File: config.mk
export PLATFORM = sky130hd
export DESIGN_NAME = rtc_reg_bank_streamer
export DESIGN_NICKNAME = d
export VERILOG_FILES = /design/src/rtl/rtc_reg_bank_streamer.sv
export SDC_FILE = /design/constraint.sdc
export NUM_CORES = 1
export LEC_CHECK = 0
export ABC_CLOCK_PERIOD_IN_PS = 4600
export BUFFER_PORTS_ARGS = -buffer_cell sky130_fd_sc_hd__buf_2
export CAP_MARGIN = 15
export CORE_MARGIN = 2
export CORE_UTILIZATION = 47
export CTS_CLUSTER_DIAMETER = 120
export DETAILED_ROUTE_END_ITERATION = 6
export GPL_TIMING_DRIVEN = 0
export PLACE_DENSITY_LB_ADDON = 0.2
export RECOVER_POWER = 100
export SLEW_MARGIN = 20
export SYNTH_ARGS = -nofsm -noshare
export SYNTH_HDL_FRONTEND = slang
export SYNTH_SLANG_ARGS = --single-unit
File: constraint.sdc
create_clock -name clk -period 4.6 [get_ports clk]
set_clock_uncertainty 0.15 [all_clocks]
set_input_delay 0.23 -clock clk [delete_from_list [all_inputs] [get_ports clk]]
set_output_delay 0.23 -clock clk [all_outputs]
set_load 0.005 [all_outputs]
File: src/rtl/rtc_reg_bank_streamer.sv
// Double-buffered RTC snapshot bank: captures NUM_REGS words into a shadow bank, commits them
// atomically between output frames, streams the active bank as framed words and serves random reads.
module rtc_reg_bank_streamer #(
    parameter int DATA_W    = 8,
    parameter int NUM_REGS  = 11,
    parameter int IDX_W     = 4,
    parameter int FRAME_GAP = 22
) (
    input  logic              clk,
    input  logic              reset,
    input  logic              cap_start,
    input  logic              cap_valid,
    input  logic [DATA_W-1:0] data_in,
    input  logic              stream_en,
    input  logic              out_ready,
    output logic              out_valid,
    output logic [DATA_W-1:0] out_data,
    output logic [IDX_W-1:0]  out_idx,
    output logic              out_first,
    output logic              out_last,
    input  logic [IDX_W-1:0]  rd_addr,
    output logic [DATA_W-1:0] rd_data,
    output logic              data_new,
    output logic              cap_overrun
);

    localparam int                DEPTH    = 2 ** IDX_W;
    localparam int                GAP_W    = (FRAME_GAP > 0) ? $clog2(FRAME_GAP + 1) : 1;
    localparam logic [IDX_W-1:0]  LAST_IDX = IDX_W'(NUM_REGS - 1);
    localparam logic [IDX_W-1:0]  NUM_IDX  = IDX_W'(NUM_REGS);
    localparam logic [GAP_W-1:0]  GAP_LOAD = GAP_W'(FRAME_GAP);

    typedef enum logic [1:0] {
        S_IDLE,
        S_GAP,
        S_STREAM
    } state_t;

    // Banks span the full index space so every IDX_W address maps to a real entry;
    // entries at or above NUM_REGS stay zero.
    logic [DATA_W-1:0] r_shadow [DEPTH];
    logic [DATA_W-1:0] r_active [DEPTH];

    logic [IDX_W-1:0]  r_cap_idx;
    logic              r_commit_pend;
    logic              r_data_new;
    logic              r_cap_overrun;

    state_t            r_state;
    state_t            w_state_nxt;
    logic [IDX_W-1:0]  r_out_idx;
    logic [IDX_W-1:0]  w_out_idx_nxt;
    logic [GAP_W-1:0]  r_gap_cnt;
    logic [GAP_W-1:0]  w_gap_cnt_nxt;

    logic [IDX_W-1:0]  w_cap_base;
    logic              w_cap_wr;
    logic              w_cap_drop;
    logic              w_commit;

    assign w_cap_base = cap_start ? '0 : r_cap_idx;
    // A pending snapshot blocks all writes, including a restart, so it can never be overwritten.
    assign w_cap_wr   = cap_valid && (w_cap_base < NUM_IDX) && !r_commit_pend;
    assign w_cap_drop = cap_valid && !w_cap_wr;
    assign w_commit   = r_commit_pend && (r_state != S_STREAM);

    always_ff @(posedge clk or negedge reset) begin
        if (!reset) begin
            for (int i = 0; i < DEPTH; i++) begin
                r_shadow[IDX_W'(i)] <= '0;
                r_active[IDX_W'(i)] <= '0;
            end
            r_cap_idx     <= '0;
            r_commit_pend <= 1'b0;
            r_data_new    <= 1'b0;
            r_cap_overrun <= 1'b0;
        end else begin
            if (w_cap_wr) begin
                r_shadow[w_cap_base] <= data_in;
                r_cap_idx            <= w_cap_base + IDX_W'(1);
            end else if (cap_start) begin
                r_cap_idx <= '0;
            end

            if (w_cap_drop) begin
                r_cap_overrun <= 1'b1;
            end else if (cap_start) begin
                r_cap_overrun <= 1'b0;
            end

            if (w_commit) begin
                for (int i = 0; i < NUM_REGS; i++) begin
                    r_active[IDX_W'(i)] <= r_shadow[IDX_W'(i)];
                end
                r_commit_pend <= 1'b0;
            end else if (w_cap_wr && (w_cap_base == LAST_IDX)) begin
                r_commit_pend <= 1'b1;
            end

            r_data_new <= w_commit;
        end
    end

    always_ff @(posedge clk or negedge reset) begin
        if (!reset) begin
            r_state   <= S_IDLE;
            r_out_idx <= '0;
            r_gap_cnt <= '0;
        end else begin
            r_state   <= w_state_nxt;
            r_out_idx <= w_out_idx_nxt;
            r_gap_cnt <= w_gap_cnt_nxt;
        end
    end

    always_comb begin
        w_state_nxt   = r_state;
        w_out_idx_nxt = r_out_idx;
        w_gap_cnt_nxt = r_gap_cnt;
        case (r_state)
            S_IDLE: begin
                if (stream_en) begin
                    w_state_nxt   = S_GAP;
                    w_gap_cnt_nxt = GAP_LOAD;
                end
            end
            S_GAP: begin
                if (!stream_en) begin
                    w_state_nxt = S_IDLE;
                end else if (r_gap_cnt == '0) begin
                    w_state_nxt   = S_STREAM;
                    w_out_idx_nxt = '0;
                end else begin
                    w_gap_cnt_nxt = r_gap_cnt - GAP_W'(1);
                end
            end
            S_STREAM: begin
                // stream_en is only sampled at frame end, so a frame is never truncated.
                if (out_ready) begin
                    if (r_out_idx == LAST_IDX) begin
                        w_out_idx_nxt = '0;
                        w_gap_cnt_nxt = GAP_LOAD;
                        w_state_nxt   = stream_en ? S_GAP : S_IDLE;
                    end else begin
                        w_out_idx_nxt = r_out_idx + IDX_W'(1);
                    end
                end
            end
            default: w_state_nxt = S_IDLE;
        endcase
    end

    assign out_valid   = (r_state == S_STREAM);
    assign out_data    = r_active[r_out_idx];
    assign out_idx     = r_out_idx;
    assign out_first   = out_valid && (r_out_idx == '0);
    assign out_last    = out_valid && (r_out_idx == LAST_IDX);
    assign rd_data     = (rd_addr < NUM_IDX) ? r_active[rd_addr] : '0;
    assign data_new    = r_data_new;
    assign cap_overrun = r_cap_overrun;

endmodule

After elaboration in Yosys (flattened, before gate mapping). Cells that the tools add are included.

Output and inout port bits: 25. Bits in latches: 0. Word-level logic and storage cells: 110. Bits in read-only memories: 0. RAM bits: 0. Flip-flop bits (word level): 210. Memories: 0. Bits of input ports: 18.

Shift operators: 0. Eq/ne operators: 12. Magnitude comparators: 6. Multipliers: 0. Reduce and logical (&&, ||, !) cells: 21. Multiplexer cells: 34. Div/mod/pow operators: 0. $add $sub $neg: 3. Bitwise operators: 3.

Operator list (number): 128-bit bitwise mux (1); 8-bit binary-select mux with 4-bit select (2); 8-bit two-way mux (6); 8-bit demux with 4-bit select (1); 5-bit two-way mux (5); 4-bit two-way mux (6); 5-bit greater-or-equal comparator (second input constant) (3); 4-bit NOT with 5-bit output (3); 5-bit one-hot mux with 3 select lines (1); 2-bit != test (second input constant) (6); 2-bit two-way mux (5); 4-bit by 1-bit adder with 4-bit output (second input constant) (2); 4-bit equality test (second input constant) (2); 1-bit logical AND (8); 4-bit less-than comparator (second input constant) (2); 4-bit one-hot mux with 2 select lines (1); 4-bit AND reduction (2); 2-bit one-hot mux with 3 select lines (1); 6-bit AND reduction (1); 2-bit nonzero test (3); 5-bit zero test (1); 5-bit by 1-bit less-than comparator with 1-bit output (second input constant) (1); 1-bit two-way mux (5); 5-bit by 1-bit subtractor with 5-bit output (second input constant) (1); 9 further kinds (10).

Longest topological paths before layout.
Word-level depth: 7. Mapped depth: 7. Mapped depth without buffers: 7.

Least setup slack after synthesis. No wires, ideal clock.

Kind: register to register. Start point: register r_out_idx[0] (netlist: out_idx[0]). End point: register r_gap_cnt[1]. Cell stages (with the launch flop): 8. Setup slack: 2.719 ns. Clock period less this slack: 1.881 ns. Required time: 4.328 ns. Path buffers: 1. Library setup time: 0.122 ns. Data arrival time: 1.609 ns. Cells stage by stage: dfrtp_1 buf_2 inv_1 ha_1 and3b_1 a32oi_2 a21oi_1 a2bb2oi_1.

Word-level cells in the longest chain between the ends: 3.

Ends and longest elaborated chain: from (decl) (line 51) `logic [IDX_W-1:0] r_out_idx;`; from (signal assigned) (line 111) `r_out_idx <= w_out_idx_nxt;`; 4-bit equality test (line 140) `if (r_out_idx == LAST_IDX) begin`; 2-bit by 1-bit != test with 1-bit output (no source line); 6-bit AND reduction (no source line); to (signal assigned) (line 112) `r_gap_cnt <= w_gap_cnt_nxt;`; to (decl) (line 53) `logic [GAP_W-1:0] r_gap_cnt;`.

Every way passes these cells. A chain may end at the register's enable or synchronous reset.

Worst setup path after layout.
Start point: register r_out_idx[0] (netlist: out_idx[0]). End point: output out_data[5].

Word-level cells in the longest chain between the ends: 4.

Ends and longest elaborated chain: 4-bit NOT with 5-bit output (not written as such) (line 154) `assign out_data = r_active[r_out_idx];`; 8-bit binary-select mux with 4-bit select (line 154); 8-bit two-way mux (not written as such) (2 in a row) (line 154); to (decl) (line 17) `output logic [DATA_W-1:0] out_data,`.

Every way passes these cells. The select of a mux whose other input is x is not followed.

==> results.md <==
* Outcome: finished with violations
* Violated checks: max-capacitance violations, max-slew violations
* Fill count at 1,145
* Worst Reg2Reg Path Length in Cells at 7
* Chip width at 124 um
* Routed len/inst at 22.5 um
* RSZ-0062 raised after global routing: false
* Detailed-route vias per instance at 5.81
* Pwr dens at 410 mW/mm2
* Initial DRC count at 178
* Clk Latency, worst-skew pair at 420 ps
* Sw Pwr at 0.729 mW
* RePlAce Congestion at 0.816
* Internal at 2.46 mW
* Total GRT Usage at 22.0%
* Main combinational cell family by area after synthesis: multiplexers
* Fin area at 0.00777 mm2
* Final antenna diode count at 0
* Hold EP: r_shadow[71]$_DFFE_PN0P_
* Slew @ Worst Pin at 2210 ps
* Data required, critical path at 4220 ps
* Critical Path AT at 2630 ps
* Synth top area cells: dfrtp_1 (54%), mux2_2 (21%), mux4_2 (7.7%), mux4_1 (3.5%), a22o_1 (2.1%)
* Avg Synthesized Cell Area at 15.4 um2
* Final setup fails at 0
* DIE AREA at 0.0154 mm2
* Worst Setup Start Kind: register
* Std-Cell Rows at 43
* Syn Inst Count at 440
* Leakage at 3.70 nW
* Share of cells above drive strength 1 at 39.6%
* Net count, final at 531
* Met2 usage at 36.2%
* Worst VDD drop at 0.273 mV
* Post-Syn Area at 0.00677 mm2
* Flop-to-flop setup slack at 1950 ps
* GR peak layer: met2
* DRC viols at 0
* Routed vias at 4,054
* Starting Density at 48.4%
* Clock Tree Root: clkbuf_16
* Min-delay worst type: input pin to register
* Clock buffer depth at 2
* Async SR Flop Fraction at 100%
* Worst setup path category: register to output port
* PortBufs at 40
* Post-CTS setup buffer count at 0
* Yosys warns at 64
* Critical path peak fanout at 10
* Simple-gate share of the synthesized area at 4.99%
* Sw Share at 22.9%
* Largest area contributor in the synthesized netlist: dfrtp_1
* Final Max Tran Viols at 90
* Ys flop type: dfrtp_1
* Hold Path Depth at 2
* Setup TNS at 0 ps
* Max Cap Violations at 1
* GR Layer Usage met1 at 29.3%
* Placed Area at 0.00723 mm2
* Num CTS Buffers at 17
* HP Start: data_in[7]
* TritonRoute pass-1 iters at 4
* I/O pins at 43
* Initial antenna violation count at 0
* Vias in the first global route at 4,166
* Largest net degree at the start of global routing at 90
* Comb pwr share at 8.7%
* GRT met3 Usage at 4.85%
* RR Endpoint: r_gap_cnt[1]$_DFFE_PN0P_
* Clock-pin slew on the worst setup and hold paths at 60 ps
* Post-CTS Resized at 0
* Final Hold Fails at 0
* WL final at 15,700 um
* Post-synthesis sequential area ratio at 54.0%
* Syn Nets at 466
* Area growth syn-to-layout at 14.9%
* Crit. End Element: output port
* Post-synth top area share at 54.0%
* CTS sink count at 146
* Number of synthesized flops with an enable pin at 0
* Tmin final at 3010 ps
* Flop pwr share at 46.4%
* Grt ovf at 0
* CTS tree: built
* Final HPWL DP at 9990 um
* First-pass GRT wire length at 24,200 um
* Antenna Nets Post-Route at 0
* Netlist cell types at 41
* Seq cells post-synth at 146
* Slew headroom at -47.0%
* Die H at 124 um
* H-Tree Depth at 4
* RR Startpoint: out_idx[0]$_DFFE_PN0P_
* Post-Synth Adder-Cell Area at 1.48%
* Achievable Freq at 0.332 GHz
* Synth Area in Compound Gates at 4.59%
* Clk network pwr share at 44.9%
* Period utilization at 65.4%
* Core Region at 0.0140 mm2
* Xor-xnor portion of the synthesized cell area at 0.129%
* Multiplexer area fraction after synthesis at 32.5%
-- through the flow --
stage	instances	utilization (%)	worst slack (ps)	hold slack (ps)	power (mW)
3_5_place_dp	661	51.7	2370	38.5	1.79
5_1_grt	698	55.5	1100	25.2	3.31
2_1_floorplan	440	-	2720	-216	1.67
4_1_cts	698	56.4	1910	2.45	3.22
3_3_place_gp	660	51.4	1100	320	1.77
6_report	698	55.5	1590	9.05	3.19
-- cell type report --
class	instances	area [um2]	area share, %
Tap cell	180	225	2.90
Sequential cell	146	3650	47.0
Timing Repair Buffer	46	236	3.04
Inverter	12	45.0	0.580
Clock buffer	23	488	6.28
Multi-Input combinational cell	264	2910	37.4
Clock inverter	9	128	1.64
Buffer	18	88.8	1.14
-- state kept, by name (all words and copies together), names as in the netlist --
| name | cells |
|---|---|
| cap_overrun | 1 |
| data_new | 1 |
| out_idx | 4 |
| r_active | 64 |
| r_cap_idx | 4 |
| r_commit_pend | 1 |
| r_gap_cnt | 5 |
| r_shadow | 64 |
| r_state | 2 |
-- cell usage after synthesis (2+ instances only) --
| cell | instances |
|---|---|
| nor2_1 | 7 |
| a21oi_1 | 2 |
| buf_6 | 2 |
| nand2_4 | 4 |
| mux4_2 | 23 |
| mux4_1 | 9 |
| o21a_1 | 2 |
| o41ai_1 | 2 |
| buf_1 | 2 |
| inv_1 | 11 |
| mux2_2 | 125 |
| a22o_1 | 16 |
| buf_4 | 6 |
| nand2_2 | 4 |
| o21ai_0 | 8 |
| dfrtp_1 | 146 |
| o31a_1 | 2 |
| nand3b_1 | 2 |
| o21ai_1 | 3 |
| ha_1 | 8 |
| o31ai_1 | 2 |
| mux2_1 | 3 |
| buf_2 | 7 |
| nand3_1 | 10 |
| and3b_1 | 2 |
| nor2b_1 | 5 |
| nand2_1 | 12 |
| nand2b_1 | 2 |
-- power groups by stage --
| stage | Combinational (mW) | Clock [mW] | Sequential (mW) |
|---|---|---|---|
| after floorplan | 0.189 | 0 | 1.48 |
| after global placement | 0.274 | 0 | 1.49 |
| after detailed placement | 0.287 | 0 | 1.50 |
| after CTS | 0.293 | 1.45 | 1.48 |
| after global routing | 0.307 | 1.51 | 1.50 |
| final | 0.277 | 1.43 | 1.48 |
-- worst max path at each step --
| stage | start | end | slack, ps | cells past startpoint |
|---|---|---|---|---|
| after detailed placement | out_idx[1]$_DFFE_PN0P_ | out_data[6] | 2370 | 5 |
| after global routing | reset | r_shadow[68]$_DFFE_PN0P_ | 1100 | 3 |
| final | out_idx[0]$_DFFE_PN0P_ | out_data[5] | 1590 | 4 |
| after CTS | out_idx[1]$_DFFE_PN0P_ | out_data[4] | 1910 | 5 |
| after floorplan | out_idx[0]$_DFFE_PN0P_ | r_gap_cnt[1]$_DFFE_PN0P_ | 2720 | 7 |
| after global placement | reset | r_active[71]$_DFFE_PN0P_ | 1100 | 1 |
-- critical path: stages (launching register included) --
cell,delay [ps]
dfrtp_1,400
clkbuf_1,810
mux4_2,610
a22o_1,270
clkbuf_1,110
-- placed cells by master (no fill, tap or decap), types with 3 or more instances in the layout --
| master | netlist | layout |
|---|---|---|
| nand2_1 | 12 | 20 |
| a22o_1 | 16 | 16 |
| clkbuf_8 | 0 | 4 |
| dfrtp_1 | 146 | 146 |
| bufinv_16 | 0 | 3 |
| nand3_1 | 10 | 10 |
| clkinv_2 | 0 | 3 |
| nor2b_1 | 5 | 5 |
| mux4_1 | 9 | 9 |
| o21ai_0 | 8 | 11 |
| dlygate4sd3_1 | 0 | 5 |
| clkinvlp_4 | 0 | 3 |
| ha_1 | 8 | 8 |
| nor2_1 | 7 | 7 |
| mux4_2 | 23 | 23 |
| buf_2 | 7 | 18 |
| inv_1 | 11 | 11 |
| mux2_2 | 125 | 125 |
| clkbuf_16 | 0 | 17 |
| clkbuf_1 | 1 | 36 |
| mux2_1 | 3 | 3 |
-- logic make-up (layout without fill, tap and decap cells) --
group,after synthesis,in the layout
flip-flops,146,146
AO/OA/AOI/OAI,41,41
AND/OR/NAND/NOR,54,54
adder cells (fa/ha/maj),8,8
multiplexers,160,160
XOR/XNOR,1,1
buffers and inverters,30,108
-- what timing repair did --
item,in CTS,in global routing
endpoints found under the hold margin,60,0
hold buffers,5,0
setup endpoints to repair,0,0
-- metal layers --
metal | vias to the layer above | share of wire (%) | routed length, um
met2 | 63 | 50 | 7830
met4 | 0 | 1.8 | 277
li1 | 1796 | - | -
met1 | 2178 | 45 | 7080
met3 | 17 | 3.1 | 490
met5 | - | 0 | 0
Note: power is estimated with default switching activity, not from simulation.
